--- config.mk ---
export PLATFORM = sky130hd
export DESIGN_NAME = result_port_arbiter
export DESIGN_NICKNAME = d
export VERILOG_FILES = /design/src/rtl/result_pkg.sv /design/src/rtl/result_arb_pick.sv /design/src/rtl/result_port_arbiter.sv
export SDC_FILE = /design/constraint.sdc
export NUM_CORES = 1
export LEC_CHECK = 0
export ABC_AREA = 0
export BUFFER_PORTS_ARGS = -buffer_cell sky130_fd_sc_hd__buf_2
export CAP_MARGIN = 20
export CELL_PAD_IN_SITES_DETAIL_PLACEMENT = 0
export CELL_PAD_IN_SITES_GLOBAL_PLACEMENT = 1
export CORE_UTILIZATION = 22
export CTS_CLUSTER_SIZE = 40
export DETAILED_ROUTE_END_ITERATION = 8
export PLACE_DENSITY = 0.72
export SLEW_MARGIN = 10
export SYNTH_ARGS = -nofsm -noshare
export SYNTH_HDL_FRONTEND = slang
export SYNTH_SLANG_ARGS = --single-unit
--- constraint.sdc ---
create_clock -name clk -period 3.3 [get_ports clk]
set_input_delay 0.66 -clock clk [delete_from_list [all_inputs] [get_ports clk]]
set_output_delay 0.66 -clock clk [all_outputs]
set_load 0.01 [all_outputs]
--- src/rtl/result_pkg.sv ---
// Shared types and constants for the result port arbiter.
package result_pkg;

  // Default parameter values
  localparam int DWIDTH_DEF    = 40;
  localparam int AWIDTH_DEF    = 2;
  localparam int NUM_REQ_DEF   = 4;
  localparam int MAX_BURST_DEF = 4;

  // Requester index is wide enough for up to 8 requesters.
  // The burst counter is wide enough for a burst length of up to 15.
  localparam int IDX_W = 3;
  localparam int CNT_W = 4;

  typedef enum logic {
    IDLE = 1'b0,
    OWN  = 1'b1
  } arb_state_t;

  // Encode a one-hot vector (zero-extended to 8 bits) into an index
  function automatic logic [IDX_W-1:0] onehot_to_idx(input logic [7:0] v);
    logic [IDX_W-1:0] idx;
    idx = '0;
    for (int k = 0; k < 8; k++) begin
      if (v[k]) begin
        idx = 3'(k);
      end else begin
        idx = idx;
      end
    end
    return idx;
  endfunction

endpackage

--- src/rtl/result_arb_pick.sv ---
// Owner selection: first requesting index found when the search starts at ptr
// and wraps around modulo NUM_REQ. A pointer of 0 gives plain lowest-index priority.
module result_arb_pick
  import result_pkg::*;
#(
  parameter int NUM_REQ = NUM_REQ_DEF
) (
  input  logic [NUM_REQ-1:0] req,
  input  logic [IDX_W-1:0]   ptr,
  output logic [NUM_REQ-1:0] pick
);

  logic [CNT_W-1:0] pos_s;
  logic             found_s;

  // Walk the request vector from ptr, wrapping once, and keep the first hit
  always_comb begin
    pick    = '0;
    found_s = 1'b0;
    pos_s   = '0;
    for (int i = 0; i < NUM_REQ; i++) begin
      pos_s = {1'b0, ptr} + CNT_W'(i);
      if (pos_s >= CNT_W'(NUM_REQ)) begin
        pos_s = pos_s - CNT_W'(NUM_REQ);
      end else begin
        pos_s = pos_s;
      end
      for (int k = 0; k < NUM_REQ; k++) begin
        if (!found_s && req[k] && (pos_s == CNT_W'(k))) begin
          pick[k] = 1'b1;
          found_s = 1'b1;
        end else begin
          pick[k] = pick[k];
        end
      end
    end
  end

endmodule

--- src/rtl/result_port_arbiter.sv ---
// Arbitrates NUM_REQ requesters onto one BRAM port with burst-limited ownership.
// Optional macro RESULT_ARB_ROUND_ROBIN_EN: round-robin owner selection; otherwise
// lowest index wins at every arbitration and the burst cap hands one beat onward.
module result_port_arbiter
  import result_pkg::*;
#(
  parameter int DWIDTH    = DWIDTH_DEF,
  parameter int AWIDTH    = AWIDTH_DEF,
  parameter int NUM_REQ   = NUM_REQ_DEF,
  parameter int MAX_BURST = MAX_BURST_DEF
) (
  input  logic                      clk,
  input  logic                      reset,
  input  logic [NUM_REQ-1:0]        req_i,
  input  logic [NUM_REQ-1:0]        we_i,
  input  logic [NUM_REQ*AWIDTH-1:0] addr_i,
  input  logic [NUM_REQ*DWIDTH-1:0] d_i,
  output logic [NUM_REQ-1:0]        gnt_o,
  output logic [NUM_REQ-1:0]        rvalid_o,
  output logic [DWIDTH-1:0]         q_o,
  input  logic [DWIDTH-1:0]         q_b_i,
  output logic [AWIDTH-1:0]         addr_b_o,
  output logic                      ce_b_o,
  output logic                      we_b_o,
  output logic [DWIDTH-1:0]         d_b_o
);

  localparam logic [CNT_W-1:0]   BURST_MAX = CNT_W'(MAX_BURST);
  localparam logic [IDX_W-1:0]   LAST_IDX  = IDX_W'(NUM_REQ - 1);
  localparam logic [NUM_REQ-1:0] HOT0      = NUM_REQ'(1);

  arb_state_t          state_r, state_n;
  logic [IDX_W-1:0]    owner_r, owner_n;
  logic [IDX_W-1:0]    ptr_r, ptr_n;
  logic [CNT_W-1:0]    count_r, count_n;
  logic [NUM_REQ-1:0]  own_hot_s, pick_req_s, pick_s, gnt_s;
  logic [IDX_W-1:0]    gnt_idx_s;
  logic                sel_we_s;
  logic [AWIDTH-1:0]   sel_addr_s;
  logic [DWIDTH-1:0]   sel_d_s;
  logic                rd1_valid_r, rd2_valid_r;
  logic [IDX_W-1:0]    rd1_idx_r, rd2_idx_r;
`ifdef RESULT_ARB_ROUND_ROBIN_EN
  logic                stay_s;
`else
  logic                cap_s;
`endif

  // Build the request vector handed to the picker (capped owner excluded when others wait)
  always_comb begin
    own_hot_s = HOT0 << owner_r;
`ifdef RESULT_ARB_ROUND_ROBIN_EN
    stay_s     = (state_r == OWN) && (|(req_i & own_hot_s)) && (count_r < BURST_MAX);
    pick_req_s = req_i;
`else
    cap_s = (state_r == OWN) && (count_r >= BURST_MAX);
    if (cap_s && (|(req_i & ~own_hot_s))) begin
      pick_req_s = req_i & ~own_hot_s;
    end else begin
      pick_req_s = req_i;
    end
`endif
  end

  result_arb_pick #(
    .NUM_REQ (NUM_REQ)
  ) u_pick (
    .req  (pick_req_s),
    .ptr  (ptr_r),
    .pick (pick_s)
  );

  // Combinational one-hot grant; held at zero while reset is asserted
  always_comb begin
    gnt_s = '0;
    if (reset) begin
      gnt_s = '0;
    end
`ifdef RESULT_ARB_ROUND_ROBIN_EN
    else if (stay_s) begin
      gnt_s = own_hot_s;
    end
`endif
    else begin
      gnt_s = pick_s;
    end
  end

  assign gnt_o     = gnt_s;
  assign gnt_idx_s = onehot_to_idx(8'(gnt_s));

  // Ownership FSM next state: owner, burst counter and search pointer
  always_comb begin
    state_n = state_r;
    owner_n = owner_r;
    count_n = count_r;
    ptr_n   = ptr_r;
    case (state_r)
      IDLE: begin
        if (|gnt_s) begin
          state_n = OWN;
          owner_n = gnt_idx_s;
          count_n = 4'd1;
        end else begin
          count_n = 4'd0;
        end
      end
      OWN: begin
        if (|gnt_s) begin
          owner_n = gnt_idx_s;
          if ((gnt_idx_s == owner_r) && (count_r < BURST_MAX)) begin
            count_n = count_r + 4'd1;
          end else begin
            count_n = 4'd1;
          end
        end else begin
          state_n = IDLE;
          count_n = 4'd0;
        end
      end
      default: begin
        state_n = IDLE;
        count_n = 4'd0;
      end
    endcase
`ifdef RESULT_ARB_ROUND_ROBIN_EN
    if (|gnt_s) begin
      ptr_n = (gnt_idx_s == LAST_IDX) ? 3'd0 : (gnt_idx_s + 3'd1);
    end else begin
      ptr_n = ptr_r;
    end
`else
    ptr_n = 3'd0;
`endif
  end

  // Ownership FSM state register
  always_ff @(posedge clk or posedge reset) begin
    if (reset) begin
      state_r <= IDLE;
      owner_r <= 3'd0;
      count_r <= 4'd0;
      ptr_r   <= 3'd0;
    end else begin
      state_r <= state_n;
      owner_r <= owner_n;
      count_r <= count_n;
      ptr_r   <= ptr_n;
    end
  end

  // One-hot mux of the granted requester's command fields
  always_comb begin
    sel_we_s   = 1'b0;
    sel_addr_s = '0;
    sel_d_s    = '0;
    for (int k = 0; k < NUM_REQ; k++) begin
      sel_we_s   = sel_we_s | (gnt_s[k] & we_i[k]);
      sel_addr_s = sel_addr_s | ({AWIDTH{gnt_s[k]}} & addr_i[k*AWIDTH +: AWIDTH]);
      sel_d_s    = sel_d_s | ({DWIDTH{gnt_s[k]}} & d_i[k*DWIDTH +: DWIDTH]);
    end
  end

  // Register the granted beat onto BRAM port B; address and data hold when idle
  always_ff @(posedge clk or posedge reset) begin
    if (reset) begin
      ce_b_o   <= 1'b0;
      we_b_o   <= 1'b0;
      addr_b_o <= '0;
      d_b_o    <= '0;
    end else if (|gnt_s) begin
      ce_b_o   <= 1'b1;
      we_b_o   <= sel_we_s;
      addr_b_o <= sel_addr_s;
      d_b_o    <= sel_d_s;
    end else begin
      ce_b_o   <= 1'b0;
      we_b_o   <= 1'b0;
    end
  end

  // Two-stage read tracker: stage 2 lines up with BRAM read data
  always_ff @(posedge clk or posedge reset) begin
    if (reset) begin
      rd1_valid_r <= 1'b0;
      rd1_idx_r   <= 3'd0;
      rd2_valid_r <= 1'b0;
      rd2_idx_r   <= 3'd0;
    end else begin
      rd1_valid_r <= (|gnt_s) & ~sel_we_s;
      rd1_idx_r   <= gnt_idx_s;
      rd2_valid_r <= rd1_valid_r;
      rd2_idx_r   <= rd1_idx_r;
    end
  end

  // Steer the returning read data to the requester that issued it
  always_comb begin
    rvalid_o = '0;
    for (int k = 0; k < NUM_REQ; k++) begin
      rvalid_o[k] = rd2_valid_r && (rd2_idx_r == IDX_W'(k));
    end
    if (rd2_valid_r) begin
      q_o = q_b_i;
    end else begin
      q_o = '0;
    end
  end

endmodule

Word level (Yosys, flattened, before mapping)
Index checks and enable logic that the tools add are counted.
Storage, ports and cells
  input bits: 218
  register bits: 59
  output and inout port bits: 92
  word-level logic and storage cells: 79
Operators by class
  shift operators: 1
  reductions and logical operators: 16
  $add $sub $neg: 1
  magnitude comparators: 2
  mux-type cells: 19
  equality and inequality tests: 4
  bitwise operators: 26
Operators with widths (count)
  40-bit bitwise AND: 4
  40-bit bitwise OR: 3
  40-bit two-way mux: 1
  4-bit two-way mux: 4
  1-bit logical AND: 10
  1-bit two-way mux: 10
  2-bit bitwise AND: 4
  4-bit case mux with 2 select lines: 1
  4-bit OR reduction: 2
  3-bit by 2-bit equality test with 1-bit output, second input constant: 2
  2-bit bitwise OR: 3
  1-bit bitwise AND: 5
  4-bit by 1-bit adder with 4-bit output, second input constant: 1
  4-bit bitwise AND: 1
  4-bit by 3-bit >= comparator with 1-bit output, second input constant: 1
  4-bit by 3-bit < comparator with 1-bit output, second input constant: 1
  2-bit two-way mux: 2
  4-bit NOT: 1
  1-bit by 3-bit left shift with 4-bit output, first input constant: 1
  3-bit by 1-bit equality test with 1-bit output, second input constant: 1
  3-bit equality test: 1
  1-bit zero test: 3
  3-bit zero test: 1
  3-bit two-way mux: 1
  2 further kinds: 5

Longest topological paths before layout
  depth in word-level cells: 25
  gate-level depth with buffers: 8
  depth with buffers taken out: 6

Hierarchy
Synthesis repeated with hierarchy kept, for this count alone.
Second synthesis, totals
  cell total of the unflattened synthesis: 406
  area total of the unflattened synthesis: 3647.2 sq um
By module, submodules not included
  result_port_arbiter: cells each 350, area each 3234.4 sq um, sequential area each 1401.3 sq um, instances 1
  result_arb_pick: cells each 56, area each 412.9 sq um, sequential area each 0.0 sq um, instances 1

Worst setup path before layout
OpenSTA, ideal clock, no wires.
  path kind: input-to-output
  from: input port reset
  to: output port gnt_o[3]
  required time: 2640 ps
  slack: 49 ps
  buffers on the path: 1
  data arrival time: 2591 ps
  stages on the path: 4
  cells stage by stage: inv_1 -> o21ai_1 -> nor2_2 -> buf_2
Between the ends
  word-level cells in the longest chain between the ends: 1
Ends and longest elaborated chain
  start: declaration: RTL line result_port_arbiter.sv:13  | input logic reset,
  4-bit two-way mux: RTL line result_port_arbiter.sv:76  | if (reset) begin
  end: declaration: RTL line result_port_arbiter.sv:18  | output logic [NUM_REQ-1:0] gnt_o,
Every way passes these cells.

Worst setup path after layout
  from: register owner_r[0]
  to: output port gnt_o[2]
Between the ends
  word-level cells in the longest chain between the ends: 14
Ends and longest elaborated chain
  start: declaration: RTL line result_port_arbiter.sv:33  | logic [IDX_W-1:0] owner_r, owner_n;
  start signal: assignment: RTL line result_port_arbiter.sv:146  | owner_r <= owner_n;
  1-bit by 3-bit left shift with 4-bit output *: RTL line result_port_arbiter.sv:51  | own_hot_s = HOT0 << owner_r;
  4-bit NOT *: RTL line result_port_arbiter.sv:57, result_port_arbiter.sv:58
  4-bit bitwise AND *: RTL line result_port_arbiter.sv:57, result_port_arbiter.sv:58
  4-bit OR reduction: RTL line result_port_arbiter.sv:57  | if (cap_s && (|(req_i & ~own_hot_s))) begin
  1-bit logical AND: RTL line result_port_arbiter.sv:57
  4-bit two-way mux *: RTL line result_port_arbiter.sv:57
  1-bit two-way mux: RTL line result_arb_pick.sv:29  | if (!found_s && req[k] && (pos_s == CNT_W'(k))) begin
  1-bit zero test
  1-bit logical AND
  1-bit two-way mux: RTL line result_arb_pick.sv:29
  1-bit zero test
  1-bit logical AND *
  1-bit two-way mux *: RTL line result_arb_pick.sv:29
  4-bit two-way mux *: RTL line result_port_arbiter.sv:76
Every way passes the cells marked *; elsewhere a longest branch is shown, timed or not.

==> report_table.html <==
<table>
<tr><th>Metric</th><th>Value</th></tr>
<tr><th colspan="2">STA</th></tr>
<tr><td>Final count of hold timing violations</td><td>0</td></tr>
<tr><td>Pin slew with the least headroom to its limit</td><td>859 ps</td></tr>
<tr><td>Skew final</td><td>4.84 ps</td></tr>
<tr><td>Max-slew violations</td><td>0</td></tr>
<tr><td>Slew Limit Headroom</td><td>0.427</td></tr>
<tr><td>Setup Total Neg Slack</td><td>0 ps</td></tr>
<tr><td>Time the final worst path needs with I/O delays and setup</td><td>2750 ps</td></tr>
<tr><td>Total of endpoints with negative setup slack in the final report</td><td>0</td></tr>
<tr><td>Final period util</td><td>0.834</td></tr>
<tr><td>Unrepaired setup endpoints after global routing</td><td>false</td></tr>
<tr><td>Achievable clock frequency</td><td>363 MHz</td></tr>
<tr><th colspan="2">Power</th></tr>
<tr><td>Worst ir drop on vdd</td><td>0.000197 V</td></tr>
<tr><td>Power spent charging and discharging nets</td><td>0.000704 W</td></tr>
<tr><td>Switching power as a share of total power</td><td>0.333</td></tr>
<tr><td>Combinational cell fraction of total power</td><td>0.332</td></tr>
<tr><td>Total power density per cell area</td><td>414 nW/um^2</td></tr>
<tr><td>Share of total power in sequential cells</td><td>0.414</td></tr>
<tr><td>Share of total power in the clock network</td><td>0.254</td></tr>
<tr><td>Total internal power</td><td>0.00141 W</td></tr>
<tr><td>Pleak</td><td>2.62 nW</td></tr>
<tr><th colspan="2">CTS</th></tr>
<tr><td>Num Clock Sinks</td><td>56</td></tr>
<tr><td>CTS tree</td><td>done</td></tr>
<tr><td>Total setup buffers inserted after CTS</td><td>0</td></tr>
<tr><td>Hold buffer count at cts</td><td>0</td></tr>
<tr><td>Clock Tree Root</td><td>sky130_fd_sc_hd__clkbuf_16</td></tr>
<tr><td>Clock latency of the later-clocked register in the worst-skew pair</td><td>290 ps</td></tr>
<tr><td>Maximum buffer depth of the clock tree</td><td>2</td></tr>
<tr><td>Htree depth</td><td>2</td></tr>
<tr><td>Clk pin slew, worst setup/hold paths</td><td>70 ps</td></tr>
<tr><td>Number of buffers inserted during clock tree synthesis</td><td>5</td></tr>
<tr><td>Count of instances resized after the clock tree is built</td><td>0</td></tr>
<tr><th colspan="2">Floorplan</th></tr>
<tr><td>Width of the chip</td><td>123 um</td></tr>
<tr><td>Site row count</td><td>43</td></tr>
<tr><td>Total core area</td><td>14100 sq um</td></tr>
<tr><td>Total I/O pin count</td><td>310</td></tr>
<tr><td>Starting density of the core</td><td>0.230</td></tr>
<tr><td>Die Y</td><td>123 um</td></tr>
<tr><td>Total Die Area</td><td>15200 sq um</td></tr>
<tr><th colspan="2">Setup path</th></tr>
<tr><td>Family of cells with the greatest summed delay on the critical path</td><td>compound AO/OA/AOI/OAI gates</td></tr>
<tr><td>Critical register-to-register path endpoint</td><td>rd1_valid_r</td></tr>
<tr><td>Crit. path cell count</td><td>4</td></tr>
<tr><td>Worst-case register-to-register setup slack</td><td>830 ps</td></tr>
<tr><td>Type of the setup path with the least slack</td><td>reg -&gt; out</td></tr>
<tr><td>Number of cells on the worst reg-to-reg path</td><td>7</td></tr>
<tr><td>Slowest cell on the critical path</td><td>sky130_fd_sc_hd__a2111o_2</td></tr>
<tr><td>Largest incremental delay on the critical path</td><td>610 ps</td></tr>
<tr><td>Type of origin of the critical path</td><td>flip-flop</td></tr>
<tr><td>CP endpoint kind</td><td>primary output</td></tr>
<tr><td>Endpoint required time on the critical path</td><td>2640 ps</td></tr>
<tr><td>Number of buffers and inverters on the critical path</td><td>1</td></tr>
<tr><td>Cell-by-cell trace of the critical path</td><td>o21a_1 &gt; a2111o_2 &gt; nor3_1 &gt; buf_2</td></tr>
<tr><td>Data arrival, critical path</td><td>2090 ps</td></tr>
<tr><td>Worst-path maximum fanout</td><td>15</td></tr>
<tr><td>Worst reg2reg path startpoint</td><td>owner_r[0]</td></tr>
<tr><th colspan="2">Global routing</th></tr>
<tr><td>Initial antenna violation count</td><td>1</td></tr>
<tr><td>Vias in the first global route</td><td>3821</td></tr>
<tr><td>Combined global-route utilization of all metal layers</td><td>0.175</td></tr>
<tr><td>Maximum number of pins on one net before global-route repair</td><td>45</td></tr>
<tr><td>Global-route wire length before repair</td><td>20.1 mm</td></tr>
<tr><td>Residual overflow from global routing</td><td>0</td></tr>
<tr><th colspan="2">Route</th></tr>
<tr><td>Average wire per standard cell</td><td>17.4 um</td></tr>
<tr><td>Remaining antenna violation count</td><td>0</td></tr>
<tr><td>Total wire length</td><td>13.9 mm</td></tr>
<tr><td>First DRT Iteration DRCs</td><td>473</td></tr>
<tr><td>Count of TritonRoute iterations in the first routing pass</td><td>8</td></tr>
<tr><td>Via-to-Cell Ratio</td><td>5.13</td></tr>
<tr><td>DRC</td><td>0</td></tr>
<tr><td>Total via count after detailed routing</td><td>4090</td></tr>
<tr><th colspan="2">Logic synthesis</th></tr>
<tr><td>Mapped cell area</td><td>3240 sq um</td></tr>
<tr><td>XOR/XNOR Fraction of Synth Area</td><td>0</td></tr>
<tr><td>Syn Area/Cell</td><td>9.96 sq um</td></tr>
<tr><td>Most used flip-flop cell after synthesis</td><td>sky130_fd_sc_hd__dfrtp_1</td></tr>
<tr><td>Proportion of synthesized chip area in sequential cells</td><td>0.433</td></tr>
<tr><td>Simple-gate area share of the yosys netlist</td><td>0.145</td></tr>
<tr><td>Mux contribution to synthesized area</td><td>0.00309</td></tr>
<tr><td>Arithmetic-cell share of the synthesized area counting full adders, half adders and majority gates</td><td>0.00387</td></tr>
<tr><td>Flip-flop and latch count after synthesis</td><td>56</td></tr>
<tr><td>Synth warn</td><td>0</td></tr>
<tr><td>EDFF count, synth</td><td>0</td></tr>
<tr><td>Syn Inst Count</td><td>325</td></tr>
<tr><td>Share of synthesized registers carrying an async set or reset</td><td>1.00</td></tr>
<tr><td>Compound-Gate Fraction of Synth Area</td><td>0.357</td></tr>
<tr><td>Combinational family with the most area after synthesis</td><td>compound AO/OA/AOI/OAI gates</td></tr>
<tr><td>Number of distinct library cells after synthesis</td><td>45</td></tr>
<tr><td>Synthesized netlist net count</td><td>544</td></tr>
<tr><th colspan="2">Flow run</th></tr>
<tr><td>Number of maximum-capacitance violations</td><td>0</td></tr>
<tr><th colspan="2">Place</th></tr>
<tr><td>Detailed-placement wirelength estimate</td><td>10.7 mm</td></tr>
<tr><td>IO Port Bufs</td><td>309</td></tr>
<tr><td>Placed standard-cell area</td><td>4940 sq um</td></tr>
<tr><td>Routability-driven placement congestion ratio</td><td>0.834</td></tr>
<tr><th colspan="2">Worst hold path</th></tr>
<tr><td>Worst Hold End</td><td>rd2_valid_r</td></tr>
<tr><td>Number of cells traversed by the worst hold path</td><td>0</td></tr>
<tr><td>HP Class</td><td>reg -&gt; reg</td></tr>
<tr><td>Worst Hold Launch</td><td>rd1_valid_r</td></tr>
<tr><th colspan="2">Final layout</th></tr>
<tr><td># nets final</td><td>836</td></tr>
<tr><td>Finished layout cell area</td><td>5110 sq um</td></tr>
<tr><td>Layout cells sized above 1</td><td>0.553</td></tr>
<tr><td>Area Overhead vs Synth</td><td>58.0%</td></tr>
<tr><td>Antenna diode count</td><td>0</td></tr>
<tr><td>End-of-flow core utilization</td><td>0.363</td></tr>
<tr><th colspan="2">Outcome</th></tr>
<tr><td>Outcome</td><td>completed</td></tr>
</table>
cell usage after synthesis (2+ instances only):
master | instances | share of area
sky130_fd_sc_hd__nor2_1 | 5 | 0.0058
sky130_fd_sc_hd__a222oi_1 | 42 | 0.13
sky130_fd_sc_hd__nor3_1 | 6 | 0.0093
sky130_fd_sc_hd__nor2_2 | 3 | 0.0058
sky130_fd_sc_hd__o21ai_1 | 43 | 0.067
sky130_fd_sc_hd__a21oi_1 | 2 | 0.0031
sky130_fd_sc_hd__buf_2 | 16 | 0.025
sky130_fd_sc_hd__inv_2 | 2 | 0.0023
sky130_fd_sc_hd__clkbuf_1 | 16 | 0.019
sky130_fd_sc_hd__nor4b_1 | 2 | 0.0054
sky130_fd_sc_hd__o21ai_0 | 4 | 0.0062
sky130_fd_sc_hd__and2_1 | 42 | 0.081
sky130_fd_sc_hd__dfrtp_1 | 56 | 0.43
sky130_fd_sc_hd__a22oi_1 | 44 | 0.10
sky130_fd_sc_hd__nand2b_1 | 2 | 0.0039
sky130_fd_sc_hd__nor3b_1 | 3 | 0.0070
sky130_fd_sc_hd__inv_1 | 3 | 0.0035
sky130_fd_sc_hd__nand2_1 | 5 | 0.0058
sky130_fd_sc_hd__o21a_1 | 2 | 0.0046
sky130_fd_sc_hd__buf_6 | 2 | 0.0070
final cells by class:
class	count	area [sq um]
clock inverter	3	21.3
tap	180	225
sequential	56	1400
timing repair buffer	319	1650
fill	1440	8980
multi-input combinational	230	1670
clock buffer	5	125
inverter	5	18.8
logic make-up after synthesis:
kind of cell,Yosys count
AO/OA/AOI/OAI,151
AND/OR/NAND/NOR,76
flip-flops,56
buffers and inverters,39
multiplexers,1
adder cells (fa/ha/maj),1
other,1
sequential cells by signal, indices dropped and copies added, names as in the netlist:
signal       count
rd2_idx_r        2
rd2_valid_r      1
we_b_o           1
ce_b_o           1
addr_b_o         2
count_r          4
owner_r          2
rd1_idx_r        2
rd1_valid_r      1
d_b_o           40
worst register-to-register path, stage by stage, from the launching register on:
cell,delay (ps)
sky130_fd_sc_hd__dfrtp_1,520
sky130_fd_sc_hd__or2_1,300
sky130_fd_sc_hd__a2111oi_2,340
sky130_fd_sc_hd__nor2_2,130
sky130_fd_sc_hd__nor2_4,310
sky130_fd_sc_hd__buf_4,450
sky130_fd_sc_hd__a22oi_1,170
sky130_fd_sc_hd__o211a_1,160
layout by cell type, fill, tap and decap left out, drive strengths merged, types with 2 or more instances in the layout:
master,count
a222oi,42
clkbuf,5
nor2,8
o21a,2
nor3,6
inv,6
nor4b,3
dfrtp,56
a22oi,44
nor3b,3
nand2,5
o21ai,49
a21oi,2
and2,42
buf,319
nand2b,2
worst max path at each step:
stage,from,endpoint,slack [ps]
5_1_grt,owner_r[0],gnt_o[3],400
3_5_place_dp,req_i[0],rd1_valid_r,510
4_1_cts,owner_r[0],gnt_o[2],520
6_report,owner_r[0],gnt_o[2],550
3_3_place_gp,req_i[1],d_b_o[16],560
2_1_floorplan,reset,gnt_o[3],50
metal layers:
metal | vias to the layer above | wire, um | global-route usage
met4 | 2 | 127 | 0.0324
met5 | - | 13 | 0
met3 | 10 | 1350 | 0.0415
li1 | 1890 | - | -
met2 | 274 | 7140 | 0.317
met1 | 1914 | 5270 | 0.211
metrics by stage:
| stage | power, W | worst slack (ps) | instances | hold WS, ps |
|---|---|---|---|---|
| 2_1_floorplan | 0.00123 | 48.6 | 325 | 331 |
| 3_3_place_gp | 0.00159 | 560 | 789 | 341 |
| 3_5_place_dp | 0.00159 | 510 | 789 | 336 |
| 4_1_cts | 0.00214 | 520 | 797 | 353 |
| 5_1_grt | 0.00226 | 405 | 798 | 363 |
| 6_report | 0.00212 | 547 | 798 | 351 |
power groups by stage:
stage               sequential, W  combinational [W]  clock, W
floorplan                0.000907           0.000323         0
global placement         0.000886           0.000700         0
detailed placement       0.000885           0.000708         0
CTS                      0.000874           0.000707  0.000562
global route             0.000890           0.000780  0.000594
finish                   0.000875           0.000703  0.000538
No activity file was read; power rests on OpenSTA's default activity.
